==> config.mk <==
export PLATFORM = sky130hd
export DESIGN_NAME = kmeans_regfile
export DESIGN_NICKNAME = d
export VERILOG_FILES = /design/src/rtl/kmeans_regfile.sv
export SDC_FILE = /design/constraint.sdc
export NUM_CORES = 2
export LEC_CHECK = 0
export CORE_ASPECT_RATIO = 0.6
export CORE_MARGIN = 10
export CORE_UTILIZATION = 30
export CTS_BUF_LIST = sky130_fd_sc_hd__clkbuf_4
export CTS_CLUSTER_DIAMETER = 30
export DETAILED_ROUTE_END_ITERATION = 10
export PLACE_DENSITY = 0.47
export SLEW_MARGIN = 20
export SYNTH_ARGS = -nofsm -noshare
export SYNTH_HDL_FRONTEND = slang
export SYNTH_SLANG_ARGS = --single-unit
==> constraint.sdc <==
create_clock -name clk -period 37.9 [get_ports clk]
set_input_delay 5.685 -clock clk [delete_from_list [all_inputs] [get_ports clk]]
set_output_delay 5.685 -clock clk [all_outputs]
set_load 0.01 [all_outputs]
==> src/rtl/kmeans_regfile.sv <==
// kmeans_regfile: host register file, point loader and centroid capture
// for the k-means core's regfile interface.
module kmeans_regfile #(
   parameter int addrWidth       = 9,
   parameter int dataWidth       = 91,
   parameter int centroid_num    = 8,
   parameter int host_addr_width = 6
) (
   input  logic                       clk,
   input  logic                       rst,
   input  logic                       host_wr,
   input  logic                       host_rd,
   input  logic [host_addr_width-1:0] host_addr,
   input  logic [31:0]                host_wdata,
   output logic [31:0]                host_rdata,
   output logic                       host_irq,
   input  logic                       pt_valid,
   input  logic [dataWidth-1:0]       pt_data,
   output logic                       pt_ready,
   output logic [addrWidth-1:0]       ram_address,
   output logic [dataWidth-1:0]       ram_data,
   output logic                       w_r_ram,
   output logic                       go,
   output logic [addrWidth-1:0]       first_ram_address,
   output logic [addrWidth-1:0]       last_ram_address,
   input  logic [addrWidth-1:0]       reg_num,
   input  logic                       reg_w_r,
   input  logic [dataWidth-1:0]       reg_write_data,
   input  logic                       interuptt
);

   localparam int CW = $clog2(centroid_num);
   localparam logic [addrWidth-1:0] CN = addrWidth'(centroid_num);

   localparam logic [host_addr_width-1:0] A_CTRL  = host_addr_width'(0);
   localparam logic [host_addr_width-1:0] A_STAT  = host_addr_width'(1);
   localparam logic [host_addr_width-1:0] A_FIRST = host_addr_width'(2);
   localparam logic [host_addr_width-1:0] A_LAST  = host_addr_width'(3);
   localparam logic [host_addr_width-1:0] A_PTCNT = host_addr_width'(4);

   typedef enum logic [2:0] {
      IDLE = 3'd0,
      LOAD = 3'd1,
      GO   = 3'd2,
      RUN  = 3'd3,
      DONE = 3'd4
   } state_t;

   state_t state_q, state_d;

   logic [addrWidth-1:0] first_q, last_q, ptr_q, ram_addr_q;
   logic [addrWidth:0]   ptcnt_q;
   logic [dataWidth-1:0] ram_data_q;
   logic [dataWidth-1:0] cent_q [centroid_num];
   logic                 irq_en_q, done_q, err_q, wr_q, go_q;
   logic [31:0]          rdata_q, rd_d;

   logic wr_ctrl, start_w, clr_w, accept, busy;
   logic start_ok, start_bad, cent_we, cent_bad, done_set;
   logic cent_hit;
   logic [2:0]  rd_k;
   logic [95:0] cw;
   logic        unused_wdata;

   assign wr_ctrl  = host_wr && (host_addr == A_CTRL);
   assign start_w  = wr_ctrl && host_wdata[0];
   assign clr_w    = wr_ctrl && host_wdata[2];
   assign pt_ready = (state_q == LOAD);
   assign accept   = pt_valid && pt_ready;
   assign busy     = (state_q != IDLE);

   assign unused_wdata = ^host_wdata[31:addrWidth];

   // Next-state decode plus the one-cycle strobes each state produces
   always_comb begin
      state_d   = state_q;
      start_ok  = 1'b0;
      start_bad = 1'b0;
      cent_we   = 1'b0;
      cent_bad  = 1'b0;
      done_set  = 1'b0;
      unique case (state_q)
         IDLE: begin
            if (start_w) begin
               if (last_q >= first_q) begin
                  start_ok = 1'b1;
                  state_d  = LOAD;
               end else begin
                  start_bad = 1'b1;
               end
            end
         end
         LOAD: begin
            if (accept && (ptr_q == last_q)) state_d = GO;
         end
         GO: state_d = RUN;
         RUN: begin
            if (reg_w_r) begin
               if (reg_num < CN) cent_we = 1'b1;
               else cent_bad = 1'b1;
            end
            if (interuptt) begin
               state_d  = DONE;
               done_set = 1'b1;
            end
         end
         DONE: begin
            if (clr_w) state_d = IDLE;
         end
         default: state_d = IDLE;
      endcase
   end

   // FSM state register
   always_ff @(posedge clk or posedge rst) begin
      if (rst) state_q <= IDLE;
      else     state_q <= state_d;
   end

   // Host-visible config and status bits
   always_ff @(posedge clk or posedge rst) begin
      if (rst) begin
         first_q  <= '0;
         last_q   <= '0;
         irq_en_q <= 1'b0;
         done_q   <= 1'b0;
         err_q    <= 1'b0;
      end else begin
         if (host_wr && state_q == IDLE && host_addr == A_FIRST)
            first_q <= host_wdata[addrWidth-1:0];
         if (host_wr && state_q == IDLE && host_addr == A_LAST)
            last_q <= host_wdata[addrWidth-1:0];
         if (wr_ctrl) irq_en_q <= host_wdata[1];
         if (clr_w) done_q <= 1'b0;
         else if (done_set) done_q <= 1'b1;
         if (clr_w) err_q <= 1'b0;
         if (start_bad || cent_bad) err_q <= 1'b1;
      end
   end

   // Point loader: register each accepted beat as a one-cycle RAM write
   always_ff @(posedge clk or posedge rst) begin
      if (rst) begin
         ptr_q      <= '0;
         ptcnt_q    <= '0;
         ram_addr_q <= '0;
         ram_data_q <= '0;
         wr_q       <= 1'b0;
         go_q       <= 1'b0;
      end else begin
         wr_q <= accept;
         go_q <= (state_q == GO);
         if (start_ok) begin
            ptr_q   <= first_q;
            ptcnt_q <= '0;
         end else if (accept) begin
            ram_addr_q <= ptr_q;
            ram_data_q <= pt_data;
            ptr_q      <= ptr_q + 1'b1;
            ptcnt_q    <= ptcnt_q + 1'b1;
         end
      end
   end

   // Centroid slots: cleared on accepted start, written by the core in RUN
   always_ff @(posedge clk or posedge rst) begin
      if (rst) begin
         for (int i = 0; i < centroid_num; i++) cent_q[i] <= '0;
      end else if (start_ok) begin
         for (int i = 0; i < centroid_num; i++) cent_q[i] <= '0;
      end else if (cent_we) begin
         cent_q[reg_num[CW-1:0]] <= reg_write_data;
      end
   end

   // Centroid window 0x10..0x2F: slot from bits 5 and 3:2, word from 1:0
   assign cent_hit = host_addr[5] ^ host_addr[4];
   assign rd_k     = {host_addr[5], host_addr[3:2]};
   assign cw       = 96'(cent_q[rd_k]);

   // Host read mux
   always_comb begin
      rd_d = '0;
      case (host_addr)
         A_CTRL:  rd_d = {30'd0, irq_en_q, 1'b0};
         A_STAT:  rd_d = {26'd0, state_q, err_q, done_q, busy};
         A_FIRST: rd_d = 32'(first_q);
         A_LAST:  rd_d = 32'(last_q);
         A_PTCNT: rd_d = 32'(ptcnt_q);
         default: begin
            if (cent_hit) begin
               case (host_addr[1:0])
                  2'd0:    rd_d = cw[31:0];
                  2'd1:    rd_d = cw[63:32];
                  2'd2:    rd_d = cw[95:64];
                  default: rd_d = '0;
               endcase
            end
         end
      endcase
   end

   // Registered read data, held until the next read
   always_ff @(posedge clk or posedge rst) begin
      if (rst)          rdata_q <= '0;
      else if (host_rd) rdata_q <= rd_d;
   end

   assign host_rdata        = rdata_q;
   assign host_irq          = done_q & irq_en_q;
   assign ram_address       = ram_addr_q;
   assign ram_data          = ram_data_q;
   assign w_r_ram           = wr_q;
   assign go                = go_q;
   assign first_ram_address = first_q;
   assign last_ram_address  = last_q;

endmodule

==> qor.yml <==
status: "completed"
drt-initial-drc-count: 3379
hold_violations: 0
whs_ns: 0.4688
total_power_uw: 2404
finalWirelength_mm: 177.4
fin_cells: 7005
setup_ws_ns: 27.44
worst_clock_skew_ns: 0.09200
ys_ff_latch: 905
cp.required_ns: 38.92
cp_max_fo: 153
cts_resized: 0
ant_nets: 0
grt_max_degree: 158
clk_pin_slew_ns: 0.06
regArea_um2: 22650
netlist_top_cells_count: "nand2_1, dfrtp_1, a21oi_2"
drive_above_1_share: 0.2912
htreeDepth: 5
maxCapViolations: 0
final_nets: 5060
synthTopCellsByArea: "dfrtp_1, nand2_1, a21oi_2"
numClockSinks: 905
cp_cell_sequence: "buf_2, buf_4, inv_2, ha_1, nor2b_1, and4b_4, and4b_1, o21a_4, buf_12, buf_12, buf_12, a21oi_2"
avgViaCountPerCell: 5.081
synthCells: 4531
cpPeakStageDelay_ns: 0.81
coreArea_um2: 150400
grt_pass1_vias: 35839
place_congestion: 0.7766
async_reset_ff_frac: 1.000
crit_type: "in -> reg"
yosysUniqueCellTypes: 74
crit_arrival_ns: 11.49
multiInputGateArea_um2: 20420
post-cts-setup-buffers: 0
place_ws_ns: 26.44
path_delay_family: "buffers and inverters"
cts_buffer_depth: 4
cts_tree: "built"
synth_top_flop_cell: "dfrtp_1"
ir_worst_vdd_mv: 0.02806
drt_pass1_iterations: 6
dr_total_vias: 35595
dpl.cell_count: 6551
cpMostUsedCell: "buf_12"
cp_num_buf_inv: 6
tightest_slew_ns: 1.204
finalSetupViolations: 0
yosys_warnings: 0
worst-path-stages: 12
root_buffer: "clkbuf_4"
max_freq_mhz: 95.57
grt_pass1_wl_mm: 260.2
synth.avg_cell_area_um2: 10.06
slowest_stage: "buf_12"
yosysTopAreaCell: "dfrtp_1"
slew_violations: 0
start_util: 0.3031
worstRegToRegCells: 9
area_delta_synth_final_pct: 16.54
die_h_um: 322.0
cts_buffers: 274
grt_usage: 0.2061
rows: 110
endpoint_kind: "flop"
synth.top_cell.area_share: 0.4966
die_w_um: 523.3
fin_setup_tns_ns: 0
ctsHoldBuffers: 0
ioPinCount: 390
slew_headroom: 0.1898
min_period_ns: 10.46
synth_area_um2: 45600
synth_nets: 4779
power_density_nw_per_um2: 45.23
grt-ovfl-total: 0
startpoint_type: "input pin"
drc_errors: 0
finalCritPeriodShare: 0.2761
synth-seq-area-share: 0.4966
die-area_um2: 168500
hp-class: "reg -> reg"
nFillCells: 15250
dp_hpwl_mm: 104.8
antenna_found_initial: 31
yosysMostFrequentCell: "nand2_1"
min_path_cells: 2
post_drt_wl_per_cell_um: 25.32
clk_latency_ns: 1.28
grt_setup_unrepaired: "false"
cellLeakagePower_uw: 0.02171
synth_edf_count: 0
numPortBuffers: 366
worst register-to-register path, delay by kind of cell, from the launching register on:
family,cells,cell delay (ns)
AO/OA/AOI/OAI,3,1.06
adder cells (fa/ha/maj),1,0.35
buffers and inverters,3,2.63
flip-flops,1,0.53
AND/OR/NAND/NOR,2,0.26
layout by cell type, fill, tap and decap left out, types with 10 or more instances in the layout:
cell type,count
nand2_1,1828
dfrtp_1,905
a21oi_2,722
clkbuf_4,393
clkdlybuf4s50_1,361
mux4_2,161
buf_4,66
mux2i_1,52
nor2_1,44
a22oi_1,36
mux2_2,28
a221oi_1,26
clkinv_1,23
nor3_1,22
o22ai_1,22
xor2_1,18
diode_2,17
and3_1,17
a21oi_1,14
clkinv_2,14
o21ai_0,13
inv_1,12
nor2_2,12
ha_1,12
nand3_1,11
nor2b_1,10
stage by stage:
stage | cell area, um^2 | util
floorplan | 45600 | -
global placement | 49930 | 0.3319
detailed placement | 49930 | 0.3319
CTS | 53080 | 0.3529
global route | 53130 | 0.3532
finish | 53140 | 0.3533
flip-flops by register name, summed over array words and instances (netlist names):
name and count:
w_r_ram 1, ptr_q 9, ram_address 9, state_q 3, host_rdata 32, irq_en_q 1
err_q 1, done_q 1, ram_data 91, cent_q 728, first_ram_address 9, go 1
ptcnt_q 10, last_ram_address 9
layout make-up:
type / count / area share
sequential: 905 / 0.4262
multi-input combinational: 3176 / 0.3843
timing repair buffer: 439 / 0.08062
clock buffer: 393 / 0.05552
tap: 2016 / 0.04747
clock inverter: 43 / 0.003838
inverter: 16 / 0.001295
antenna: 17 / 0.0008005
power by group:
group          internal, uW  switching (uW)  total [uW]
clock                   479             453         931
combinational           176             215         391
sequential             1030            48.1        1080
routing by layer:
| metal | part of all wire | global-route usage |
|---|---|---|
| met1 | 0.48 | 0.3025 |
| met2 | 0.44 | 0.3015 |
| met3 | 0.070 | 0.04970 |
| met4 | 0.018 | 0.05204 |
| met5 | 0.00052 | 0 |
final timing paths:
path                                       end  slack (ns)                start
worst max-delay path               cent_q[518]       27.44         host_addr[5]
worst min-delay path            ram_address[0]        0.47       ram_address[0]
max in group asynchronous          cent_q[518]       29.55                  rst
worst max register to register     cent_q[518]       32.88  last_ram_address[5]
worst min register to register  ram_address[0]        0.47       ram_address[0]
min in group asynchronous         ram_data[64]        5.01                  rst
logic make-up after synthesis:
| kind of cell | count (synthesis) | share of synthesized area |
|---|---|---|
| mux | 241 | 0.09785 |
| flops | 905 | 0.4966 |
| simple gates | 2014 | 0.1754 |
| compound gates | 886 | 0.1651 |
| fa+ha+maj | 12 | 0.003293 |
| buf+inv | 450 | 0.05729 |
| xor+xnor | 23 | 0.004418 |
Note: power is estimated with default switching activity, not from simulation.
